File: src/rtl/piso_shift_tx.sv
// Parallel-in serial-out transmitter: accepts a WIDTH-bit word in IDLE and shifts it out MSB first.
// Optional even-parity bit after the data bits when macro PARITY_EN is defined.
module piso_shift_tx #(
    parameter int unsigned WIDTH = 8
) (
    input  logic             clk,
    input  logic             rst,
    input  logic             din_valid,
    input  logic [WIDTH-1:0] din,
    output logic             din_ready,
    output logic             sout,
    output logic             sout_valid,
    output logic             frame_start,
    output logic             busy,
    output logic             done
);

    localparam int unsigned    CW   = $clog2(WIDTH);
    localparam logic [CW-1:0] LAST = CW'(WIDTH - 1);

    typedef enum logic [1:0] {
        IDLE,
        SHIFT,
`ifdef PARITY_EN
        PARITY,
`endif
        DONE
    } state_t;

    state_t           state_q, state_d;
    logic [WIDTH-1:0] shreg_q, shreg_d;
    logic [CW-1:0]    cnt_q, cnt_d;
`ifdef PARITY_EN
    logic             par_q, par_d;
`endif
    logic             sout_q, sout_d;
    logic             sout_valid_q, sout_valid_d;
    logic             frame_start_q, frame_start_d;
    logic             busy_q, busy_d;
    logic             done_q, done_d;

    always_comb begin
        state_d = state_q;
        shreg_d = shreg_q;
        cnt_d   = cnt_q;
`ifdef PARITY_EN
        par_d   = par_q;
`endif
        if (rst) begin
            state_d = IDLE;
            shreg_d = '0;
            cnt_d   = '0;
`ifdef PARITY_EN
            par_d   = 1'b0;
`endif
        end else begin
            case (state_q)
                IDLE: begin
                    if (din_valid) begin
                        shreg_d = din;
                        cnt_d   = '0;
                        state_d = SHIFT;
`ifdef PARITY_EN
                        par_d   = ^din;
`endif
                    end
                end
                SHIFT: begin
                    shreg_d = {shreg_q[WIDTH-2:0], 1'b0};
                    // Counter saturates at the last bit; the next load clears it.
                    if (cnt_q == LAST) begin
`ifdef PARITY_EN
                        state_d = PARITY;
`else
                        state_d = DONE;
`endif
                    end else begin
                        cnt_d = cnt_q + CW'(1);
                    end
                end
`ifdef PARITY_EN
                PARITY: state_d = DONE;
`endif
                DONE:    state_d = IDLE;
                default: state_d = IDLE;
            endcase
        end
    end

    // Outputs are decoded from next-state values so they can be registered
    // yet still line up with the state they describe.
    always_comb begin
        sout_d        = 1'b0;
        sout_valid_d  = 1'b0;
        frame_start_d = 1'b0;
        busy_d        = 1'b0;
        done_d        = 1'b0;
        case (state_d)
            SHIFT: begin
                sout_d        = shreg_d[WIDTH-1];
                sout_valid_d  = 1'b1;
                frame_start_d = (cnt_d == '0);
                busy_d        = 1'b1;
            end
`ifdef PARITY_EN
            PARITY: begin
                sout_d       = par_d;
                sout_valid_d = 1'b1;
                busy_d       = 1'b1;
            end
`endif
            DONE: begin
                done_d = 1'b1;
                busy_d = 1'b1;
            end
            default: ;
        endcase
    end

    always_ff @(posedge clk) begin
        state_q       <= state_d;
        shreg_q       <= shreg_d;
        cnt_q         <= cnt_d;
`ifdef PARITY_EN
        par_q         <= par_d;
`endif
        sout_q        <= sout_d;
        sout_valid_q  <= sout_valid_d;
        frame_start_q <= frame_start_d;
        busy_q        <= busy_d;
        done_q        <= done_d;
    end

    assign din_ready   = (state_q == IDLE) && !rst;
    assign sout        = sout_q;
    assign sout_valid  = sout_valid_q;
    assign frame_start = frame_start_q;
    assign busy        = busy_q;
    assign done        = done_q;

endmodule

File: config.mk
export PLATFORM = sky130hd
export DESIGN_NAME = piso_shift_tx
export DESIGN_NICKNAME = d
export VERILOG_FILES = /design/src/rtl/piso_shift_tx.sv
export SDC_FILE = /design/constraint.sdc
export NUM_CORES = 1
export LEC_CHECK = 0
export BUFFER_PORTS_ARGS = -buffer_cell sky130_fd_sc_hd__buf_2
export CAP_MARGIN = 20
export CORE_MARGIN = 5
export CORE_UTILIZATION = 40
export DETAILED_ROUTE_END_ITERATION = 7
export PLACE_DENSITY_LB_ADDON = 0.15
export SYNTH_ARGS = -nofsm -noshare
export SYNTH_HDL_FRONTEND = slang
export SYNTH_SLANG_ARGS = --single-unit
export TNS_END_PERCENT = 100
File: constraint.sdc
create_clock -name clk -period 1.45 [get_ports clk]
set_input_delay 0.0725 -clock clk [delete_from_list [all_inputs] [get_ports clk]]
set_output_delay 0.0725 -clock clk [all_outputs]
set_load 0.05 [all_outputs]
== Yosys cells after proc, flatten, opt, wreduce, memory -nomap -nowiden ==
Index checks and enable logic that the tools add are counted.
Word-level totals
  register bits after elaboration: 18
  input bits: 11
  output and inout bits: 6
  logic and storage cells: 36
Cells by class
  add/subtract/negate cells: 1
  eq/ne operators: 5
  muxes and demuxes: 14
  reduce and logical (&&, ||, !) cells: 7
Operator list (count)
  2-to-1 mux 8 bit: 2
  one-hot mux 8 bit (2 select lines): 1
  2-to-1 mux 3 bit: 3
  2-to-1 mux 2 bit: 3
  one-hot mux 3 bit (2 select lines): 1
  == test 2 x 1 -> 1 bit, second input constant: 2
  one-hot mux 2 bit (2 select lines): 1
  adder 3 x 1 -> 3 bit, second input constant: 1
  == test 3 bit, second input constant: 1
  logical NOT 3 bit: 1
  2-to-1 mux 1 bit: 3
  == test 2 bit, second input constant: 1
  logical NOT 2 bit: 1
  != test 2 bit, second input constant: 1
  AND reduction 2 bit: 1
  nonzero test 2 bit: 1
  OR reduction 2 bit: 1
  logical AND 1 bit: 1
  logical NOT 1 bit: 1

== Depth between registers and ports, before layout ==
Gate-level depths: netlist of run 1.
  depth in word-level cells: 7
  mapped depth: 7
  gate-level depth less buffers: 7

== Worst setup path after synthesis of run 1 ==
No wires, ideal clock.
  path kind: register -> output
  start point: reg state_q[1]
  end point: out din_ready
  arrival: 1.466 ns
  path slack: -0.089 ns
  cell stages (with the launch flop): 2
  path through: dfxtp_1 nor3_1
Between the ends
  longest elaborated chain between the ends: 2
RTL lines
  from (decl): RTL line 30  | state_t state_q, state_d;
  from (signal assigned): RTL line 121  | state_q <= state_d;
  logical NOT 2 bit: RTL line 134  | assign din_ready = (state_q == IDLE) && !rst;
  logical AND 1 bit: RTL line 134
  to (decl): RTL line 10  | output logic din_ready,
No other way between the ends.

== Worst setup path after layout of run 1 ==
  start point: reg state_q[0]
  end point: reg busy_q, in the netlist busy
Between the ends
  longest elaborated chain between the ends: 6
  elaborated cells between the ends (all ways): 10
  classes of those cells: 3 x eq/ne; 5 x mux; 2 x reduce/logical
RTL lines
  == test 2 x 1 -> 1 bit / logical NOT 2 bit (equally long branches): RTL line 57  | case (state_q)
  one-hot mux 2 bit (2 select lines) *: RTL line 57
  2-to-1 mux 2 bit *: RTL line 49  | if (rst) begin
  net state_d[1]: RTL line 30
  == test 2 bit / == test 2 x 1 -> 1 bit (equally long branches): RTL line 98  | case (state_d)
  OR reduction 2 bit (no line) *
  2-to-1 mux 1 bit *: RTL line 98
  net busy_d: RTL line 39  | logic busy_q, busy_d;
  to (signal assigned): RTL line 130  | busy_q <= busy_d;
  to (decl): RTL line 39
Mark *: on every way through the listed nets, which the timed path passes. The rest lies on a longest branch.
A chain may end at the register's enable or synchronous reset.

==> results by group, run 1 <==
Pwr
  – Static Leak: 0.4401 nW
  – Internal power: 0.0007097 W
  – Peak supply drop: 0.4933 mV
  – Clock share of power: 0.242
  – Power share of the combinational group: 0.205
  – Net Sw Power: 0.0002674 W
  – Reg power frac: 0.552
  – Power per cell area: 1001 nW/um^2
  – Switch share: 0.2737

Clocking
  – CTS tree: yes
  – Clk buf depth: 2
  – Post-cts hold buffer count: 0
  – Reg clk slew, reported paths: 0.10 ns
  – Clock latency on the worst-skew pair: 0.28 ns
  – Root buffer cell: clkbuf_4
  – CTS H-tree lvls: 1
  – TritonCTS Sinks: 18
  – CTS buffer count: 3

Worst setup path
  – Kind of critical path: reg -> reg
  – WP data required: 1.68 ns
  – Critical Path End Type: flip-flop
  – Critical Path Fanout Max: 5
  – Worst Setup Start Kind: flip-flop
  – Critical Path AT: 1.67 ns

Synth
  – Main combinational cell family by area after synthesis: simple AND/OR/NAND/NOR gates
  – Synth Area in XOR/XNOR: 0
  – Synth Register Bits: 18
  – Synthesized cell area: 737.0 um^2
  – Post-synth top area share: 0.4890
  – Ys Warns: 0
  – Synth Net Count: 89
  – Synth area leaders: dfxtp_1 (49%), ha_1 (6.8%), a21oi_1 (6.1%)
  – Post-synthesis cell type with the largest combined area: dfxtp_1
  – Unique cell type count in the Yosys netlist: 27
  – Post-Synth Adder-Cell Area: 0.06791
  – Synth Area in Compound Gates: 0.1935
  – Post-Syn Area per Cell: 9.959 um^2
  – Simple-gate share of the synthesized area: 0.2037
  – Sequential area share after synthesis: 0.4890
  – Mux cell area share after synthesis: 0
  – Mapped Cells: 74

STA
  – Relative slew slack: 0.7869
  – Post-Route Skew: 0.002476 ns
  – Final worst setup slack: 0.01788 ns
  – Fin crit share: 0.9877
  – Max Transition Viols Final: 0
  – Minimum clock period: 1.432 ns
  – Endpoints failing setup: 0
  – Final hold vios: 0
  – Worst-Margin Slew: 0.3197 ns
  – RSZ-0062 raised after global routing: true
  – Fmax: 698.3 MHz

Floorplanning
  – Die height: 52.93 um
  – Die area: 2801 um^2
  – Initial Util: 0.4222
  – Die X: 52.93 um
  – Core outline area: 1745 um^2
  – I/O Pins: 17
  – Row count: 15

Global route
  – Largest net degree at the start of global routing: 16
  – Global-route wire length before repair: 2539 um
  – Global route total overflow: 0
  – Initial antenna violation count: 0
  – Gr usage total: 0.1250
  – Vias in the first global route: 584

Drt
  – Total number of vias: 586
  – Post-Route WL: 1505 um
  – Initial detailed-routing violation count: 6
  – DR vias/cell: 4.688
  – Router iterations before antenna repair: 3
  – Routed wire per std cell: 12.04 um
  – Antenna-violating nets left: 0
  – DRC viols: 0

Place
  – Dpl ws: -0.02184 ns
  – IO buf count: 16
  – GP Congestion: 0.7822
  – Detailed Place HPWL: 1159 um
  – Placed cells: 121

Job
  – Max cap viols: 0

Hold path
  – Hold WC Path Type: in -> reg

Cells and area
  – N_diodes: 0
  – Share of cells above drive strength 1: 0.4300
  – Finished Core Util: 0.5591
  – Final Non-Filler Cells: 125
  – Area delta synth->final: 32.43%
  – Most frequent cells in the layout: dfxtp_1 (16), buf_2 (16), a21oi_1 (9)
  – Final net count: 117

Status
  – Outcome: finished clean
-- final timing paths --
check / from / endpoint / slack [ns] / cells after the start
worst min register to register: shreg_q[2]$_SDFFE_PP0P_ / shreg_q[2]$_SDFFE_PP0P_ / 0.46 / 2
worst max-delay path: state_q[0]$_DFF_P_ / busy$_DFF_P_ / 0.02 / 5
worst max register to register: state_q[0]$_DFF_P_ / busy$_DFF_P_ / 0.02 / 5
worst min-delay path: din[0] / shreg_q[0]$_SDFFE_PP0P_ / 0.01 / 3
-- layout make-up --
type | count | area [um^2]
clock buffers | 3 | 22.52
fillers | 164 | 769.5
inverters | 5 | 21.27
multi-input cells | 49 | 380.4
flip-flops and latches | 18 | 365.4
well taps | 25 | 31.28
repair buffers | 25 | 155.1
-- state kept, by name, indices dropped and copies added, names as in the netlist --
| signal | count |
|---|---|
| done | 1 |
| sout_valid | 1 |
| state_q | 2 |
| sout | 1 |
| shreg_q | 8 |
| busy | 1 |
| cnt_q | 3 |
| frame_start | 1 |
-- power by group through the flow --
stage | clock [W] | sequential (W) | combinational (W)
global placement | 0 | 0.000550 | 0.000183
floorplan | 0 | 0.000581 | 0.0000913
finish | 0.000237 | 0.000540 | 0.000201
global route | 0.000265 | 0.000544 | 0.000221
CTS | 0.000246 | 0.000541 | 0.000201
detailed placement | 0 | 0.000551 | 0.000187
-- logic make-up after synthesis --
logic type / after synthesis
simple gates: 24
buf+inv: 7
fa+ha+maj: 4
compound gates: 21
flops: 18
-- metrics by stage --
step	power, W	hold WS [ns]	instance area, um^2	setup TNS [ns]
global placement	0.0007330	0.3065	898.4	0
global route	0.001030	0.03595	975.9	-0.1031
finish	0.0009770	0.01489	975.9	0
detailed placement	0.0007380	0.3133	898.4	-0.02184
CTS	0.0009883	0.01187	964.7	-0.004529
floorplan	0.0006721	0.2132	742.0	-0.05395
-- critical path, cell delays in order, from the launching register on --
cell	delay (ns)
dfxtp_4	0.38
or2b_1	0.24
or3_4	0.40
inv_1	0.09
ha_1	0.22
inv_1	0.05
-- layer usage --
layer,vias to the layer above,routed length [um],global-route usage
li1,313,-,-
met1,263,728,0.1707
met2,8,710,0.1880
met3,2,56,0.02817
met4,0,9,0.05106
met5,-,0,0
-- synthesized netlist by cell type, drive strengths merged --
library cell	instances
or3	1
nor4b	1
and2	1
nor2	3
nor3	1
dfxtp	18
a22oi	6
nand2	8
and4	1
or2	1
buf	1
a21oi	10
o221a	1
clkbuf	1
o22a	1
nor3b	2
a31o	1
or2b	1
nand2b	1
nor2b	3
inv	5
a32o	1
o21ai	1
ha	4
-- timing repair --
item / in CTS / in global routing
pin swaps: 3 / 2
buffers inserted: 1 / 0
setup endpoints to repair: 2 / 10
resized for setup: 8 / 4
(Power assumes the default switching activity.)
==> run 2: changes to the inputs <==
- CORE_UTILIZATION: 40 -> 45
- SLEW_MARGIN: unset -> 20
==> results by group, run 2 (same netlist as run 1, synthesis figures left out) <==
Hold path
  – Hold WC Path Type: in -> reg
  – Hold path endpoint: shreg_q[0]$_SDFFE_PP0P_
  – Hold_sp: din[0]
  – Hold Path Cell Cnt: 3

Worst setup path
  – R2R cell count: 7
  – Kind of critical path: reg -> reg
  – Worst Setup Start Kind: flip-flop
  – R2R Setup Slk: 0.03 ns
  – Critical Path End Type: flip-flop
  – Reg2reg end: frame_start$_SDFF_PP0_
  – Critical Path Fanout Max: 5
  – FF-to-FF Start: state_q[0]$_DFF_P_
  – Critical Path AT: 1.63 ns
  – WP data required: 1.65 ns

Clocking
  – Root buffer cell: clkbuf_4
  – CTS tree: yes
  – Clk buf depth: 2
  – CTS H-tree lvls: 1
  – Clock latency on the worst-skew pair: 0.29 ns
  – TritonCTS Sinks: 18
  – CTS buffer count: 3
  – Reg clk slew, reported paths: 0.10 ns
  – Post-cts hold buffer count: 0

Drt
  – DRC viols: 0
  – Router iterations before antenna repair: 4
  – Antenna-violating nets left: 0
  – Initial detailed-routing violation count: 12
  – Post-Route WL: 1435 um
  – Total number of vias: 593
  – Routed wire per std cell: 12.70 um
  – DR vias/cell: 5.248

Pwr
  – Internal power: 0.0007014 W
  – Clock share of power: 0.247
  – Reg power frac: 0.557
  – Peak supply drop: 0.5423 mV
  – Switch share: 0.2756
  – Power share of the combinational group: 0.196
  – Static Leak: 0.4337 nW
  – Power per cell area: 1009 nW/um^2
  – Net Sw Power: 0.0002669 W

STA
  – Fmax: 702.8 MHz
  – Relative slew slack: 0.7148
  – Post-Route Skew: 0.006128 ns
  – Final hold vios: 0
  – Final worst setup slack: 0.02712 ns
  – Fin crit share: 0.9813
  – Max Transition Viols Final: 0
  – RSZ-0062 raised after global routing: true
  – Minimum clock period: 1.423 ns
  – Endpoints failing setup: 0
  – Worst-Margin Slew: 0.4262 ns

Floorplanning
  – Row count: 14
  – Initial Util: 0.4836
  – Die height: 50.47 um
  – Die area: 2547 um^2
  – Die X: 50.47 um
  – I/O Pins: 17
  – Core outline area: 1524 um^2

Cells and area
  – Multi-input gate area: 396.6 um^2
  – Fillcell total: 134
  – Reg with most FFs: shreg_q
  – N_diodes: 0
  – Max FFs per register: 8
  – Share of cells above drive strength 1: 0.4227
  – Commonest non-fill, non-tap cell in the layout: buf_2
  – Final Non-Filler Cells: 113
  – Finished Cell Area: 959.7 um^2
  – Area delta synth->final: 30.22%
  – Final net count: 114
  – Most frequent cells in the layout: buf_2 (16), dfxtp_1 (14), a21oi_1 (9)
  – Reg area: 370.4 um^2
  – Regs by FF count: shreg_q: 8 flops, cnt_q: 3 flops, state_q: 2 flops

Place
  – Placed cells: 109
  – Detailed Place HPWL: 1040 um
  – Dpl ws: -0.04436 ns
  – IO buf count: 16
  – Area after DPL: 864.6 um^2
  – GP Congestion: 0.7010

Status
  – Outcome: finished clean

Global route
  – Global-route wire length before repair: 2373 um
  – Global route total overflow: 0
  – Vias in the first global route: 541
  – Gr usage total: 0.1204
  – Largest net degree at the start of global routing: 16
  – Initial antenna violation count: 0

Job
  – Max cap viols: 0
==> run 2: timing repair <==
item	in CTS	in global routing
pin swaps	4	3
resized for setup	7	9
buffers inserted	0	1
setup endpoints to repair	2	5
==> run 2: layout make-up <==
type | instances | area share
flip-flops and latches | 18 | 0.3859
multi-input cells | 49 | 0.4133
clock buffers | 3 | 0.02347
repair buffers | 22 | 0.1343
well taps | 16 | 0.02086
inverters | 5 | 0.02216
==> run 2: worst max path at each step <==
stage                        from                     end  slack, ns  cells past startpoint
3_5_place_dp   state_q[1]$_DFF_P_  frame_start$_SDFF_PP0_      -0.04                      4
4_1_cts        state_q[0]$_DFF_P_  frame_start$_SDFF_PP0_     -0.005                      7
6_report       state_q[0]$_DFF_P_  frame_start$_SDFF_PP0_       0.03                      7
5_1_grt        state_q[0]$_DFF_P_  frame_start$_SDFF_PP0_      -0.08                      7
2_1_floorplan  state_q[1]$_DFF_P_               din_ready      -0.05                      1
3_3_place_gp   state_q[1]$_DFF_P_  frame_start$_SDFF_PP0_      0.009                      4
==> run 2: stage by stage <==
step,TNS [ns],power [W],hold slack [ns],utilization
after CTS,-0.004982,0.0009770,0.02275,0.6051
final,0,0.0009683,0.01871,0.6297
after detailed placement,-0.05216,0.0007279,0.3264,0.5673
after floorplan,-0.05395,0.0006721,0.2132,-
after global placement,0,0.0007249,0.3033,0.5673
after global routing,-0.09054,0.001031,0.05256,0.6297
==> run 2: worst max-delay path, stage by stage, from the launching register on <==
cell and delay, ns:
dfxtp_4 0.37, buf_6 0.12, nor3b_4 0.18, a21oi_2 0.07, or2_4 0.25, inv_4 0.06
ha_4 0.12, nor4b_4 0.17
==> run 2: power groups by stage <==
stage	Combinational, W	Sequential, W	Clock [W]
floorplan	0.0000913	0.000581	0
global placement	0.000174	0.000551	0
detailed placement	0.000177	0.000551	0
CTS	0.000188	0.000540	0.000250
global route	0.000208	0.000544	0.000279
finish	0.000190	0.000540	0.000239
==> run 2: metal layers <==
metal,vias to the layer above,wire length [um],track usage
met1,274,682,0.1583
met3,2,91,0.03846
met4,0,15,0.06383
met5,-,0,0
li1,305,-,-
met2,12,646,0.1736
==> run 3: changes to the inputs <==
- CTS_BUF_LIST: unset -> sky130_fd_sc_hd__clkbuf_16
- RECOVER_POWER: unset -> 100
==> results by group, run 3 (same netlist as run 1, synthesis figures left out) <==
Status
  – Outcome: finished clean

Job
  – Max cap viols: 0

Cells and area
  – Finished Core Util: 0.6486
  – N_diodes: 0
  – Max FFs per register: 8
  – Reg with most FFs: shreg_q
  – Area delta synth->final: 34.13%
  – Reg area: 367.9 um^2
  – Most frequent cells in the layout: dfxtp_1 (14), buf_2 (11), a21oi_1 (9)
  – Share of cells above drive strength 1: 0.3542
  – Final net count: 113
  – Final Non-Filler Cells: 112
  – Fillcell total: 135
  – Multi-input gate area: 389.1 um^2
  – Commonest non-fill, non-tap cell in the layout: dfxtp_1
  – Regs by FF count: shreg_q: 8 flops, cnt_q: 3 flops, state_q: 2 flops

Drt
  – Antenna-violating nets left: 0
  – Routed wire per std cell: 13.04 um
  – Post-Route WL: 1461 um
  – Total number of vias: 600
  – DRC viols: 0
  – Initial detailed-routing violation count: 20
  – Router iterations before antenna repair: 4
  – DR vias/cell: 5.357

Worst setup path
  – WP data required: 1.64 ns
  – Worst Setup Start Kind: flip-flop
  – Critical Path Fanout Max: 7
  – Kind of critical path: reg -> reg
  – Critical Path AT: 1.63 ns
  – Critical Path End Type: flip-flop

Place
  – Placed cells: 109
  – GP Congestion: 0.7010
  – Detailed Place HPWL: 1040 um
  – IO buf count: 16

Clocking
  – Reg clk slew, reported paths: 0.05 ns
  – Clock latency on the worst-skew pair: 0.24 ns
  – Clk buf depth: 2
  – CTS buffer count: 3
  – Post-cts hold buffer count: 0
  – Setup Fix Bufs, Post-CTS: 0
  – Root buffer cell: clkbuf_16
  – CTS tree: yes
  – TritonCTS Sinks: 18
  – CTS H-tree lvls: 1

STA
  – Relative slew slack: 0.6019
  – Fin crit share: 0.9926
  – Worst-Margin Slew: 0.5998 ns
  – RSZ-0062 raised after global routing: true
  – Final hold vios: 0
  – Post-Route Skew: 0.002172 ns
  – Final setup TNS: 0 ns
  – Max Transition Viols Final: 0
  – Minimum clock period: 1.439 ns
  – Fmax: 694.8 MHz
  – Endpoints failing setup: 0

Global route
  – Initial antenna violation count: 0
  – Global-route wire length before repair: 2456 um
  – Largest net degree at the start of global routing: 16
  – Vias in the first global route: 556
  – Gr usage total: 0.1228
  – Global route total overflow: 0

Floorplanning
  – Die X: 50.47 um
  – Row count: 14
  – Die height: 50.47 um
  – Die area: 2547 um^2
  – I/O Pins: 17
  – Core outline area: 1524 um^2
  – Initial Util: 0.4836

Pwr
  – Static Leak: 0.4198 nW
  – Peak supply drop: 0.7863 mV
  – Power per cell area: 1270 nW/um^2

Hold path
  – Hold WC Path Type: in -> reg
run 3: cell count changes in the layout (fill, tap and decap cells not counted), moves of 3 or more:
cell	previous run	this run
buf_2	16	11
clkbuf_1	0	5
clkbuf_16	0	3
clkbuf_4	3	0
run 3: worst max-delay path: stages (launching register included):
cell	delay, ns
dfxtp_4	0.37
or2b_1	0.24
or3_4	0.40
inv_1	0.10
ha_1	0.23
inv_1	0.05
run 3: worst paths after layout:
path         depth (start not counted)  slack [ns]                 endpoint               startpoint
max                                  5        0.01             busy$_DFF_P_       state_q[1]$_DFF_P_
min                                  3        0.07  shreg_q[0]$_SDFFE_PP0P_                   din[0]
max reg2reg                          5        0.01             busy$_DFF_P_       state_q[1]$_DFF_P_
min reg2reg                          2        0.46  shreg_q[1]$_SDFFE_PP0P_  shreg_q[1]$_SDFFE_PP0P_
run 3: what timing repair did:
item,CTS,global route
pin swaps,4,3
hold endpoints to repair,0,0
setup endpoints to repair,2,4
gates resized for setup,8,5
run 3: report_power, final:
| part | total, W | internal [W] | switching [W] |
|---|---|---|---|
| Clock | 0.000525 | 0.000362 | 0.000164 |
| Sequential | 0.000541 | 0.000526 | 0.0000154 |
| Combinational | 0.000189 | 0.0000797 | 0.000109 |
run 3: routing by layer:
layer	track usage	routed length, um
met1	0.1565	672
met2	0.1839	685
met4	0.06383	12
met5	0	0
met3	0.03846	90
run 3: per-stage QoR:
stage	area, um^2	worst slack, ns	power [W]	hold slack (ns)
after floorplan	742.0	-0.05395	0.0006721	0.2132
after global routing	988.4	-0.06109	0.001328	0.1134
after global placement	864.6	0.008565	0.0007249	0.3033
after detailed placement	864.6	-0.04436	0.0007279	0.3264
after CTS	977.2	0.005680	0.001271	0.07366
final	988.4	0.01074	0.001256	0.06664
run 3: layout make-up:
type	instances	area share
Multi-Input combinational cell	49	0.3937
Sequential cell	18	0.3722
Timing Repair Buffer	21	0.1165
Clock buffer	3	0.07595
Inverter	5	0.02152
Tap cell	16	0.02025
